## config.mk

```make
export PLATFORM = sky130hd
export DESIGN_NAME = wb_dma_arbiter
export DESIGN_NICKNAME = d
export VERILOG_FILES = /design/src/rtl/wb_dma_arbiter.sv
export SDC_FILE = /design/constraint.sdc
export NUM_CORES = 1
export LEC_CHECK = 0
export BUFFER_PORTS_ARGS = -buffer_cell sky130_fd_sc_hd__buf_2
export CORE_MARGIN = 5
export CORE_UTILIZATION = 60
export DETAILED_ROUTE_END_ITERATION = 6
export PLACE_DENSITY = 0.81
export SLEW_MARGIN = 20
export SYNTH_ARGS = -nofsm -noshare
export SYNTH_HDL_FRONTEND = slang
export SYNTH_SLANG_ARGS = --single-unit
```

## constraint.sdc

```tcl
create_clock -name wb_clk_i -period 2.8 [get_ports wb_clk_i]
set_clock_uncertainty 0.1 [all_clocks]
set_input_delay 0.14 -clock wb_clk_i [delete_from_list [all_inputs] [get_ports wb_clk_i]]
set_output_delay 0.14 -clock wb_clk_i [all_outputs]
set_load 0.02 [all_outputs]
```

## src/rtl/wb_dma_arbiter.sv

```systemverilog
// Purpose : shares the system Wishbone bus between the CPU (default owner) and NDMA DMA masters.
// Latency : a request sampled with the CPU idle and its slot used up drops cpu_gnt_o one edge later
//           and raises dma_gnt_o one edge after that. All outputs are registered.
// Backpressure: the CPU is held off via cpu_gnt_o. A DMA master keeps the bus until it drops req and cyc,
//           or it is revoked by the hold watchdog at a cyc-idle edge.
// Ports: wb_clk_i/wb_rst_i clock and sync active-high reset; cpu_cyc_i/cpu_gnt_o CPU cycle and grant;
//        dma_req_i/dma_cyc_i/dma_gnt_o per-master request, cycle and one-hot grant;
//        owner_o bus-mux select (0 = CPU, k+1 = DMA k); tmo_o one-cycle watchdog revoke pulse.
module wb_dma_arbiter #(
    parameter int NDMA     = 4,
    parameter int CPU_SLOT = 4,
    parameter int TIMEOUT  = 255
) (
    input  logic            wb_clk_i,
    input  logic            wb_rst_i,
    input  logic            cpu_cyc_i,
    output logic            cpu_gnt_o,
    input  logic [NDMA-1:0] dma_req_i,
    input  logic [NDMA-1:0] dma_cyc_i,
    output logic [NDMA-1:0] dma_gnt_o,
    output logic [2:0]      owner_o,
    output logic            tmo_o
);

    localparam int PW = (NDMA > 1) ? $clog2(NDMA) : 1;
    localparam logic [7:0] SLOT_MAX = 8'(CPU_SLOT);
    localparam logic [7:0] TMO_MAX  = 8'(TIMEOUT);

    typedef enum logic [1:0] {
        ST_CPU,
        ST_DRAIN,
        ST_DMA,
        ST_DEAD
    } state_t;

    state_t          state_q, state_d;
    logic [PW-1:0]   rr_ptr_q, rr_ptr_d;
    logic [PW-1:0]   cur_q, cur_d;
    logic [7:0]      slot_cnt_q, slot_cnt_d;
    logic [7:0]      hold_cnt_q, hold_cnt_d;
    logic            cpu_gnt_d;
    logic [NDMA-1:0] dma_gnt_d;
    logic [2:0]      owner_d;
    logic            tmo_d;

    logic            win_vld;
    logic [PW-1:0]   win_idx;
    logic            do_grant;
    logic            sel_req;
    logic            sel_cyc;
    logic            rel;
    logic            rvk;

    // Round-robin pick: scan downward so the last hit is the one closest
    // to rr_ptr (smallest offset), wrapping modulo NDMA.
    always_comb begin
        win_vld = 1'b0;
        win_idx = '0;
        for (int i = NDMA - 1; i >= 0; i--) begin
            if (dma_req_i[(int'(rr_ptr_q) + i) % NDMA]) begin
                win_vld = 1'b1;
                win_idx = PW'((int'(rr_ptr_q) + i) % NDMA);
            end
        end
    end

    assign sel_req = dma_req_i[cur_q];
    assign sel_cyc = dma_cyc_i[cur_q];
    // Release takes precedence so a master that finishes on the timeout
    // edge is not flagged as revoked.
    assign rel = !sel_req && !sel_cyc;
    assign rvk = (hold_cnt_q == TMO_MAX) && !sel_cyc;

    always_comb begin
        state_d    = state_q;
        rr_ptr_d   = rr_ptr_q;
        cur_d      = cur_q;
        slot_cnt_d = slot_cnt_q;
        hold_cnt_d = hold_cnt_q;
        cpu_gnt_d  = cpu_gnt_o;
        dma_gnt_d  = dma_gnt_o;
        owner_d    = owner_o;
        tmo_d      = 1'b0;
        do_grant   = 1'b0;

        case (state_q)
            ST_CPU: begin
                if (slot_cnt_q != SLOT_MAX) begin
                    slot_cnt_d = slot_cnt_q + 8'd1;
                end
                if (|dma_req_i && slot_cnt_q == SLOT_MAX) begin
                    cpu_gnt_d = 1'b0;
                    state_d   = ST_DRAIN;
                end
            end
            ST_DRAIN: begin
                // A CPU cycle already in flight is allowed to finish.
                if (!cpu_cyc_i) begin
                    if (win_vld) begin
                        do_grant = 1'b1;
                    end else begin
                        cpu_gnt_d = 1'b1;
                        state_d   = ST_CPU;
                    end
                end
            end
            ST_DMA: begin
                if (hold_cnt_q != TMO_MAX) begin
                    hold_cnt_d = hold_cnt_q + 8'd1;
                end
                if (rel || rvk) begin
                    dma_gnt_d = '0;
                    owner_d   = 3'd0;
                    rr_ptr_d  = (int'(cur_q) == NDMA - 1) ? '0 : cur_q + PW'(1);
                    tmo_d     = !rel;
                    state_d   = ST_DEAD;
                end
            end
            ST_DEAD: begin
                if (CPU_SLOT == 0 && win_vld) begin
                    do_grant = 1'b1;
                end else begin
                    cpu_gnt_d  = 1'b1;
                    owner_d    = 3'd0;
                    slot_cnt_d = 8'd0;
                    state_d    = ST_CPU;
                end
            end
            default: begin
                state_d = ST_CPU;
            end
        endcase

        if (do_grant) begin
            dma_gnt_d  = NDMA'(1) << win_idx;
            owner_d    = 3'(win_idx) + 3'd1;
            cur_d      = win_idx;
            hold_cnt_d = 8'd0;
            state_d    = ST_DMA;
        end
    end

    always_ff @(posedge wb_clk_i) begin
        if (wb_rst_i) begin
            state_q    <= ST_CPU;
            rr_ptr_q   <= '0;
            cur_q      <= '0;
            slot_cnt_q <= 8'd0;
            hold_cnt_q <= 8'd0;
            cpu_gnt_o  <= 1'b1;
            dma_gnt_o  <= '0;
            owner_o    <= 3'd0;
            tmo_o      <= 1'b0;
        end else begin
            state_q    <= state_d;
            rr_ptr_q   <= rr_ptr_d;
            cur_q      <= cur_d;
            slot_cnt_q <= slot_cnt_d;
            hold_cnt_q <= hold_cnt_d;
            cpu_gnt_o  <= cpu_gnt_d;
            dma_gnt_o  <= dma_gnt_d;
            owner_o    <= owner_d;
            tmo_o      <= tmo_d;
        end
    end

endmodule

```

==> results.json <==
{
  "synth_top_family_by_area": "simple AND/OR/NAND/NOR gates",
  "multiInputGateArea_um2": 1030,
  "crit_end": "dma_gnt_o[0]$_SDFFE_PP0P_",
  "initial_core_util_pct": 62.5,
  "finalSetupTns_ns": 0,
  "ys_ff_latch": 31,
  "holdWs_ns": 0.0753,
  "slew_violations": 0,
  "dr.pass1.iters": 4,
  "syn-num-nets": 213,
  "crit_path_start": "state_q[0]$_SDFFE_PP0P_",
  "die_area_um2": 4050,
  "hold_violations": 0,
  "regArea_um2": 621,
  "synth_ff_type": "dfxtp_1",
  "r2r_end": "dma_gnt_o[0]$_SDFFE_PP0P_",
  "die_width_um": 63.6,
  "syn_inst": 194,
  "drt-initial-drc-count": 133,
  "diodes": 0,
  "finalWorstPathRequiredPeriod_ns": 2.24,
  "setup_ws_ns": 0.562,
  "min_path_type": "in -> reg",
  "yosysTopAreaCell": "dfxtp_1",
  "synth_compound_area_share_pct": 20.9,
  "drc": 0,
  "cp-start-kind": "flop",
  "critPathKind": "reg -> reg",
  "synth_cell_types": 53,
  "ys_warn_count": 0,
  "final-setup-viol-count": 0,
  "synth_top_area_share_pct": 36.0,
  "root_buffer": "clkbuf_4",
  "post-route-period-util_pct": 79.9,
  "synth-simple-area-share_pct": 24.1,
  "clk_latency_ns": 0.33,
  "core_um2": 2760,
  "synth-edff-count": 0,
  "cp.required_ns": 2.93,
  "cts_hold_buffers": 0,
  "powerDensity_nw_per_um2": 488,
  "grt_pass1_wl_um": 6780,
  "async_reset_ff_share_pct": 0,
  "rr_worst_depth": 5,
  "max_cap_viol_count": 0,
  "clk_path_buf_depth": 2,
  "clk_pin_slew_worst_paths_ns": 0.10,
  "dpl.hpwl_um": 2830,
  "ir_drop_mv": 0.576,
  "cts_tree": "done",
  "wl_um": 3980,
  "instances_no_fill": 245,
  "die_h_um": 63.6,
  "tightest_slew_ns": 0.677,
  "syn_area_um2": 1720,
  "portBuffers": 19,
  "vias_per_cell": 6.44,
  "rsz0062_at_grt": "false",
  "htree_levels": 2,
  "leakagePower_uw": 0.000738,
  "dp_cells": 237,
  "status": "complete, no violations",
  "syn_avg_cell_area_um2": 8.89,
  "grt_usage_pct": 20.8,
  "grt_overflow_total": 0,
  "cts-resized-gates": 0,
  "rows": 19,
  "fmax_mhz": 447,
  "cts.sinks": 31,
  "grt_max_degree": 27,
  "area_growth_pct": 11.4,
  "rr_startpoint": "state_q[0]$_SDFFE_PP0P_",
  "ios": 20,
  "crit_path_end_kind": "flop",
  "crit_arrival_ns": 2.37,
  "muxShareOfSynthArea_pct": 6.68,
  "synth_area_leaders": "dfxtp_1, ha_1, mux2i_1",
  "antenna_found_initial": 0,
  "cts_inserted_buffers": 5,
  "final_antenna_net_count": 0,
  "critPathMaxFanout": 17,
  "gp_congestion": 0.799,
  "synth_adder_area_share_pct": 5.81,
  "synth.most_common_cell": "dfxtp_1",
  "r2r_setup_slack_ns": 0.56,
  "wl_per_cell_um": 16.2,
  "fin_nets": 232,
  "cts_setup_buffers": 0,
  "pre_cts_ws_ns": 0.619,
  "slew_headroom_pct": 54.6,
  "synth_seq_area_share_pct": 36.0,
  "final.fill_count": 222,
  "synthTopCellsByCount": "dfxtp_1, nand2_1, a21oi_1, nor2_1",
  "synth-xor-area-share_pct": 2.03,
  "drive_gt1_share_pct": 18.2,
  "routed-via-count": 1577,
  "grt_pass1_vias": 1508
}
-- registers in the layout, summed over array words and instances (netlist names) --
| name | count |
|---|---|
| cpu_gnt_o | 1 |
| cur_q | 2 |
| dma_gnt_o | 4 |
| hold_cnt_q | 8 |
| owner_o | 3 |
| rr_ptr_q | 2 |
| slot_cnt_q | 8 |
| state_q | 2 |
| tmo_o | 1 |
-- worst max-delay path, cell delays in order, from the launching register on --
cell,delay [ns]
dfxtp_1,0.69
nand2b_1,0.19
nor3_2,0.55
buf_4,0.30
nor3b_1,0.06
a32o_1,0.23
-- cell families (layout without fill, tap and decap cells) --
kind of cell	count (synthesis)	after routing
xor gates and xnor gates	4	4
muxes	9	9
adders and majority gates	8	8
buffers and inverters	17	37
and+or+nand+nor	74	74
DFF	31	31
AOI/OAI and AO/OA	51	51
-- layout make-up --
cell class / count / share of cell area, %
multi-input combinational: 146 / 53.7
sequential: 31 / 32.3
timing repair buffer: 22 / 6.12
clock buffer: 6 / 2.67
tap: 31 / 2.02
clock inverter: 2 / 1.82
inverter: 7 / 1.37
-- cell usage in the layout (no fill, tap or decap), drive strengths merged, types with 2 or more instances in the layout --
master	count
nor4	5
nor4b	2
a21o	2
nand3	8
clkinv	2
mux2i	7
o311ai	2
a31oi	3
o2111ai	2
a211oi	2
and3	2
clkbuf	6
or3	4
inv	6
nand4	2
nor2b	5
nor3	7
ha	8
o211ai	3
a32o	4
a21oi	9
o21bai	2
nor3b	4
or4	3
mux4	2
xor2	4
nor2	9
nand2b	4
dfxtp	31
o22ai	2
o21ai	10
o2bb2ai	2
nand2	14
buf	22
-- power breakdown --
part / total, uW / internal (uW) / switching, uW
sequential: 465 / 452 / 13.4
clock: 367 / 211 / 156
combinational: 105 / 43.0 / 61.6
-- stage by stage --
| step | util, % | area [um^2] | power (uW) |
|---|---|---|---|
| floorplan | - | 1720 | 550 |
| global placement | 66.5 | 1830 | 573 |
| detailed placement | 66.5 | 1830 | 579 |
| CTS | 69.6 | 1920 | 944 |
| global route | 69.6 | 1920 | 988 |
| finish | 69.6 | 1920 | 937 |
-- metal layers --
metal / up-vias / global-route usage (%) / share of wire [%]
met2: 57 / 32.1 / 49
li1: 771 / - / -
met1: 739 / 26.3 / 42
met4: 0 / 10.6 / 2.5
met3: 10 / 5.68 / 6.1
met5: - / 0 / 0
-- how the worst min path moves through the flow --
stage                                        from                      end  slack (ns)  cells past startpoint
after floorplan                         cpu_cyc_i  state_q[0]$_SDFFE_PP0P_        0.26                      2
after global placement    owner_o[1]$_SDFFE_PP0P_  owner_o[1]$_SDFFE_PP0P_        0.36                      1
after detailed placement  owner_o[1]$_SDFFE_PP0P_  owner_o[1]$_SDFFE_PP0P_        0.38                      1
after CTS                               cpu_cyc_i  state_q[0]$_SDFFE_PP0P_        0.06                      3
after global routing                    cpu_cyc_i  state_q[0]$_SDFFE_PP0P_        0.11                      3
final                                   cpu_cyc_i  state_q[0]$_SDFFE_PP0P_        0.08                      3
(Power assumes the default switching activity.)
